<file path="src/rtl/imem_boot_ctrl.sv">
// rtl/imem_boot_ctrl.sv - boot loader filling instruction memory from a byte stream
//
// Assembles little-endian 32-bit words from a valid/ready byte stream and writes
// them into instruction memory, holding the CPU stalled until the load completes.
// Once loaded, the memory read address follows the CPU program counter.
//
// Optional feature macro: IMEM_BOOT_CHECKSUM_EN
//   When defined, a 4-byte little-endian checksum follows the last word and must
//   equal the mod-2^32 sum of all written words, otherwise the load ends in ERR.
//
// Ports:
//   clock, resetn              clock (rising edge), asynchronous active-low reset
//   start, len                 load request pulse and number of words to load
//   byte_valid/byte_data       incoming program byte stream
//   byte_ready                 byte accepted when byte_valid && byte_ready
//   pc                         CPU program counter (byte address)
//   imem_addr                  word address to the memory read port (RUN only)
//   imem_WriteReg/WriteData    memory write address / data
//   imem_RegWrite              memory write enable, one cycle per word
//   cpu_stall                  CPU must hold its PC and not commit
//   load_done, load_err        status levels for RUN and ERR
//   word_count                 words written in the current load
module imem_boot_ctrl #(
  parameter int N_WORDS = 256,
  parameter int LEN_W   = 16
) (
  input  logic             clock,
  input  logic             resetn,
  input  logic             start,
  input  logic [LEN_W-1:0] len,
  input  logic             byte_valid,
  input  logic [7:0]       byte_data,
  output logic             byte_ready,
  input  logic [31:0]      pc,
  output logic [31:0]      imem_addr,
  output logic [31:0]      imem_WriteReg,
  output logic [31:0]      imem_WriteData,
  output logic             imem_RegWrite,
  output logic             cpu_stall,
  output logic             load_done,
  output logic             load_err,
  output logic [LEN_W-1:0] word_count
);

`ifdef IMEM_BOOT_CHECKSUM_EN
  typedef enum logic [2:0] {S_IDLE, S_LOAD, S_WRITE, S_RUN, S_ERR, S_CHECK} state_t;
`else
  typedef enum logic [2:0] {S_IDLE, S_LOAD, S_WRITE, S_RUN, S_ERR} state_t;
`endif

  // One extra bit so the bound check cannot alias when N_WORDS == 2**LEN_W.
  localparam logic [LEN_W:0] LEN_MAX = (LEN_W+1)'(N_WORDS);

  state_t           state, state_nx, start_nx, last_nx;
  logic [LEN_W-1:0] len_q;
  logic [LEN_W-1:0] count_inc;
  logic [1:0]       byte_idx;
  logic [31:0]      word_q;
  logic             byte_xfer;
  logic             start_take;
  logic             pc_unused;

`ifdef IMEM_BOOT_CHECKSUM_EN
  logic [31:0]      sum_q;
`endif

  // Word address drops the byte offset; the low pc bits are intentionally unused.
  assign pc_unused = ^pc[1:0];

  assign byte_xfer  = byte_valid && byte_ready;
  assign count_inc  = word_count + LEN_W'(1);
  // start only matters where a new load decision is allowed; LOAD/WRITE ignore it.
  assign start_take = start && (state == S_IDLE || state == S_RUN || state == S_ERR);

  // Decision shared by IDLE, RUN (reload) and ERR (retry).
  always_comb begin
    start_nx = S_LOAD;
    if (len == '0) begin
      start_nx = S_RUN;
    end else if ({1'b0, len} > LEN_MAX) begin
      start_nx = S_ERR;
    end
  end

`ifdef IMEM_BOOT_CHECKSUM_EN
  assign last_nx = S_CHECK;
`else
  assign last_nx = S_RUN;
`endif

  always_ff @(posedge clock or negedge resetn) begin
    if (!resetn) begin
      state      <= S_IDLE;
      len_q      <= '0;
      word_count <= '0;
      byte_idx   <= '0;
      word_q     <= '0;
`ifdef IMEM_BOOT_CHECKSUM_EN
      sum_q      <= '0;
`endif
    end else begin
      state <= state_nx;
      if (start_take) begin
        len_q      <= len;
        word_count <= '0;
        byte_idx   <= '0;
`ifdef IMEM_BOOT_CHECKSUM_EN
        sum_q      <= '0;
`endif
      end
      if (byte_xfer) begin
        word_q[8*byte_idx +: 8] <= byte_data;
        byte_idx                <= byte_idx + 2'd1;
      end
      if (state == S_WRITE) begin
        word_count <= count_inc;
`ifdef IMEM_BOOT_CHECKSUM_EN
        sum_q      <= sum_q + word_q;
`endif
      end
    end
  end

  always_comb begin
    state_nx = state;
    case (state)
      S_IDLE, S_RUN, S_ERR: begin
        if (start) state_nx = start_nx;
      end
      S_LOAD: begin
        if (byte_xfer && byte_idx == 2'd3) state_nx = S_WRITE;
      end
      S_WRITE: begin
        state_nx = (count_inc == len_q) ? last_nx : S_LOAD;
      end
`ifdef IMEM_BOOT_CHECKSUM_EN
      S_CHECK: begin
        // The last checksum byte is still on the bus; compare the completed word.
        if (byte_xfer && byte_idx == 2'd3)
          state_nx = ({byte_data, word_q[23:0]} == sum_q) ? S_RUN : S_ERR;
      end
`endif
      default: state_nx = S_IDLE;
    endcase
  end

  always_comb begin
    byte_ready     = 1'b0;
    imem_RegWrite  = 1'b0;
    imem_WriteReg  = '0;
    imem_WriteData = '0;
    imem_addr      = '0;
    cpu_stall      = 1'b1;
    load_done      = 1'b0;
    load_err       = 1'b0;
    case (state)
      S_LOAD: byte_ready = 1'b1;
`ifdef IMEM_BOOT_CHECKSUM_EN
      S_CHECK: byte_ready = 1'b1;
`endif
      S_WRITE: begin
        imem_RegWrite  = 1'b1;
        imem_WriteReg  = 32'(word_count);
        imem_WriteData = word_q;
      end
      S_RUN: begin
        cpu_stall = 1'b0;
        load_done = 1'b1;
        imem_addr = {2'b00, pc[31:2]};
      end
      S_ERR: load_err = 1'b1;
      default: ;
    endcase
  end

endmodule

</file>
<file path="config.mk">
export PLATFORM = sky130hd
export DESIGN_NAME = imem_boot_ctrl
export DESIGN_NICKNAME = d
export VERILOG_FILES = /design/src/rtl/imem_boot_ctrl.sv
export SDC_FILE = /design/constraint.sdc
export NUM_CORES = 1
export LEC_CHECK = 0
export ABC_AREA = 1
export CORE_UTILIZATION = 30
export DETAILED_ROUTE_END_ITERATION = 10
export PLACE_DENSITY_LB_ADDON = 0.12
export SLEW_MARGIN = 20
export SYNTH_ARGS = -nofsm -noshare
export SYNTH_HDL_FRONTEND = slang
export SYNTH_SLANG_ARGS = --single-unit
</file>
<file path="constraint.sdc">
create_clock -name clock -period 2.2 [get_ports clock]
set_input_delay 0.55 -clock clock [delete_from_list [all_inputs] [get_ports clock]]
set_output_delay 0.55 -clock clock [all_outputs]
set_load 0.005 [all_outputs]
</file>
Yosys cells after proc, flatten, opt, wreduce, memory -nomap -nowiden
Index checks and enable logic that the tools add are counted.
Widths: inputs -> output; s select.
- $lt $le $gt $ge: 1
- shift-type cells: 2
- add/sub/neg operators: 3
- equal/unequal tests: 8
- mux-type cells: 19
- reductions and logical operators: 11
- operators by type and width (operator ; number):
    $mux 16 ; 3
    $neg 5->34 ; 1
    $shift 8x34->32 const A ; 1
    $shiftx 8x34->32 ; 1
    $bwmux 32 ; 1
    $mux 32 ; 1
    $mux 30 ; 1
    $add 16x1->16 const B ; 1
    $eq 16x16->1 ; 1
    $gt 16x9->1 const B ; 1
    $logic_not 16->1 ; 1
    $mux 3 ; 4
    $pmux 3 s3 ; 1
    $eq 3x2->1 const B ; 2
    $mux 2 ; 3
    $mux 1 ; 5
    $ne 2x2->1 const B ; 2
    $reduce_bool 2->1 ; 2
    $eq 3x1->1 const B ; 1
    $eq 3x3->1 const B ; 1
    $logic_and 1x1->1 ; 3
    $logic_not 3->1 ; 1
    $reduce_or 3->1 ; 1
    $add 2x1->2 const B ; 1
    other kinds (3) ; 4
- flip-flop bits (word level): 69
- output and inout port bits: 117

Longest topological paths before layout
- depth in word-level cells: 6
- depth in mapped cells: 16

Worst setup path after synthesis
No wires, ideal clock.
- kind: register -> register
- from: register byte_idx[0]
- to: register word_q[16]
- data arrival time: 1887 ps
- period minus slack after synthesis: 1969 ps
- buffers on the path: 2
- slack: 231 ps
- cell stages (with the launch flop): 9
- setup time: 83 ps
- cell sequence: dfrtp_1 clkbuf_1 inv_1 ha_1 clkbuf_1 inv_1 nor2_1 nand4_1 o21ai_0
- longest elaborated chain between the ends: 3
- elaborated cells between the ends (all ways): 4
- those cells by class: add/sub: 1; shift: 2; mux: 1
- RTL lines (element ; RTL line ; text):
    start: declaration ; 57 ; logic [1:0] byte_idx;
    start signal: assignment ; 113 ; byte_idx <= byte_idx + 2'd1;
    $neg 5->34 * ; 112 ; word_q[8*byte_idx +: 8] <= byte_data;
    $shiftx 8x34->32 / $shift 8x34->32 (equally long branches) ; 112 ;
    $bwmux 32 * ; 112 ;
    end signal: indexed assignment ; 112 ;
    end: declaration ; 58 ; logic [31:0] word_q;
Mark *: on every way between the ends. The rest lies on a longest branch, timed or not.
A chain may end at the register's enable or synchronous reset.

Worst setup path in the final report
- from: register state[2]
- to: output imem_RegWrite
- longest elaborated chain between the ends: 2
- RTL lines (element ; RTL line ; text):
    start: declaration ; 54 ; state_t state, state_nx, start_nx, last_nx;
    start signal: assignment ; 102 ; state <= state_nx;
    $eq 3x2->1 ; 156 ; case (state)
    $mux 1 ; 156 ;
    end: declaration ; 38 ; output logic imem_RegWrite,
No other way between the ends.

==> impl_metrics.yaml <==
clock_network:
  cts_sinks: 69
  cts_root_buf: "clkbuf_16"
  htreeDepth: 3
  clockBufferDepth: 2
  cts_tree: "built"
  hold_buffers: 0
  insertion_delay_ns: 0.33
  numCtsBuffers: 9
  clk_pin_slew_worst_paths_ns: 0.05
timing:
  min_period_ns: 2.30
  rsz0062_at_grt: "true"
  finClkSkew_ns: 0.00541
  slew_headroom: 0.656
  fin_setup_tns_ns: -0.0983
  period_share: 1.04
  worstMarginPinSlew_ns: 0.516
  max_freq_mhz: 435
  timing.final.ws_setup_ns: -0.0983
  setup_viol: 1
  slew_violations: 0
  hold_violations: 0
synthesis:
  synth-xor-area-share: 0.0262
  synthCells: 599
  synth_edf_count: 0
  synth_flop_cell: "dfrtp_1"
  netlist.area_leader.share: 0.406
  synthSimpleGateAreaFrac: 0.296
  netlist_area_um2: 4250
  yosysWarningCount: 0
  ys_types: 30
  syn_area_per_cell_um2: 7.09
  synth_area_leaders: "dfrtp_1, nand2_1, inv_1, nor2_1, nand3_1"
  synth-seq-cells: 69
  async_reset_ff_frac: 1.00
  synth_top_family_by_area: "simple AND/OR/NAND/NOR gates"
  yosys-mux-area-fraction: 0
  yosys.area_share.adder: 0.0177
  synth_compound_area_frac: 0.0990
  seq_area_frac_synth: 0.406
  yosysTopAreaCell: "dfrtp_1"
setup_path:
  crit_path_start_kind: "register"
  required_ns: 1.65
  critPathKind: "reg -> out"
  cpMaxStageDelayCell: "clkdlybuf4s50_1"
  worstPathArrival_ns: 1.75
  cp_slowest_stage_delay_ns: 0.53
  crit_family: "buffers and inverters"
  cp_cell_sequence: "nor3_4 -> buf_4 -> clkdlybuf4s50_1"
  critPathLaunch: "state[2]"
  cp-end-kind: "output port"
  cp_num_cells: 3
  r2r_start: "word_count[0]"
  worst-path-max-fanout: 9
  rr_worst_depth: 15
  critical_path_buf_inv_count: 2
detailed_routing:
  vias: 4304
  first_pass_iters: 4
  wl_met2_um: 6480
  wl_met3_um: 646
  drcViolationCount: 0
  wl_met1_um: 5500
  drt_wl_total_um: 12800
  viasPerCell: 4.52
  route.detailed.wl_per_inst_um: 13.5
  top_layer: "met4"
  drtIter0Drc: 230
  antenna_left: 0
flow_run:
  maxCapViolations: 0
die:
  die_x_um: 121
  core_area_um2: 13800
  fp.dieH_um: 121
  dieArea_um2: 14600
  io_pins: 177
  start_util: 0.307
  rows: 43
power_and_ir_drop:
  ir_drop_mv: 0.336
  p_per_area_nw_per_um2: 503
  p_leak_nw: 3.50
  p_total_mw: 3.21
layout:
  antennaDiodeCount: 0
  drive_gt1_frac: 0.150
  stdcell_area_um2: 6380
  area_delta_synth_final_pct: 50.3
  fin_nets: 834
  final_util: 0.462
global_route:
  grt_max_degree: 70
  first_global_vias: 4238
  grt_pass1_wl_um: 20400
  antenna_found_initial: 0
  track_usage: 0.178
  grt_overflow_total: 0
placed_design:
  placed_cell_area_um2: 6040
  gp_congestion: 0.833
  io_buffer_count: 156
  dp_hpwl_um: 9560
worst_hold_path:
  min_path_type: "in -> async"
outcome:
  status: "finished, violations left"
  violations: "setup timing"
==> report_power, final <==
part           switching (mW)  internal (mW)
registers              0.0284           1.34
logic                   0.174          0.162
clock network           0.542          0.964
==> final timing paths <==
path,slack [ns],endpoint
worst max-delay path,-0.1,imem_RegWrite
worst min-delay path,0.23,len_q[4]
worst max register to register,0.26,state[1]
worst min register to register,0.49,word_q[31]
max in group asynchronous,1.64,word_q[19]
min in group clock,0.49,word_q[31]
==> cell families (layout without fill, tap and decap cells) <==
family,Yosys count,after routing
adders and majority gates,6,6
AOI/OAI and AO/OA,70,70
other,1,18
DFF,69,69
and+or+nand+nor,292,292
xor gates and xnor gates,8,8
buffers and inverters,153,310
==> state kept, by name, indices dropped and copies added, names as in the netlist <==
name        flops
byte_idx        2
len_q          16
state           3
word_count     16
word_q         32
==> per-stage QoR <==
stage / hold WS [ns] / worst slack, ns / std cells
floorplan: 0.254 / 0.231 / 616
global placement: 0.472 / -0.0285 / 932
detailed placement: 0.474 / -0.0177 / 932
CTS: 0.253 / -0.199 / 950
global route: 0.273 / -0.154 / 953
finish: 0.232 / -0.0983 / 953
==> cells in the mapped netlist (all sizes together), types with 4 or more instances <==
master	count
o32ai	8
o21ai	43
nand4	18
buf	24
xor2	4
ha	6
dfrtp	69
o22ai	8
clkbuf	12
nor2	114
nand2	112
o31ai	8
nand3	44
inv	114
==> timing repair <==
| item | CTS | global route |
|---|---|---|
| pin swaps | 1 | 1 |
| buffers inserted | 3 | 2 |
| gates resized for setup | 68 | 110 |
| cloned | 0 | 1 |
| setup endpoints to repair | 82 | 42 |
==> cell type report <==
type,count,area [um^2]
fill,1420,7440
multi-input combinational,394,2020
sequential,69,1730
timing repair buffer,177,1660
inverter,117,442
clock buffer,12,267
tap,180,225
clock inverter,4,45.0
==> cells in the final DEF, fill, tap and decap left out, types with 18 or more instances in the layout <==
cell type / synthesis / routed
clkdlybuf4s50_1: 0 / 73
dlymetal6s2s_1: 0 / 19
nor2_1: 103 / 77
nand4_1: 18 / 18
nand2_1: 109 / 108
nor2_2: 9 / 31
conb_1: 1 / 18
dfrtp_1: 69 / 69
nand3_1: 44 / 44
o21ai_0: 41 / 41
dlygate4sd2_1: 0 / 34
clkbuf_2: 0 / 27
inv_1: 106 / 106
==> layer usage <==
metal,vias up,global-route usage
li1,2185,-
met3,16,0.0381
met2,110,0.309
met4,0,0.0579
met1,1993,0.217
met5,-,0
Power figures use the tool's default switching activity.
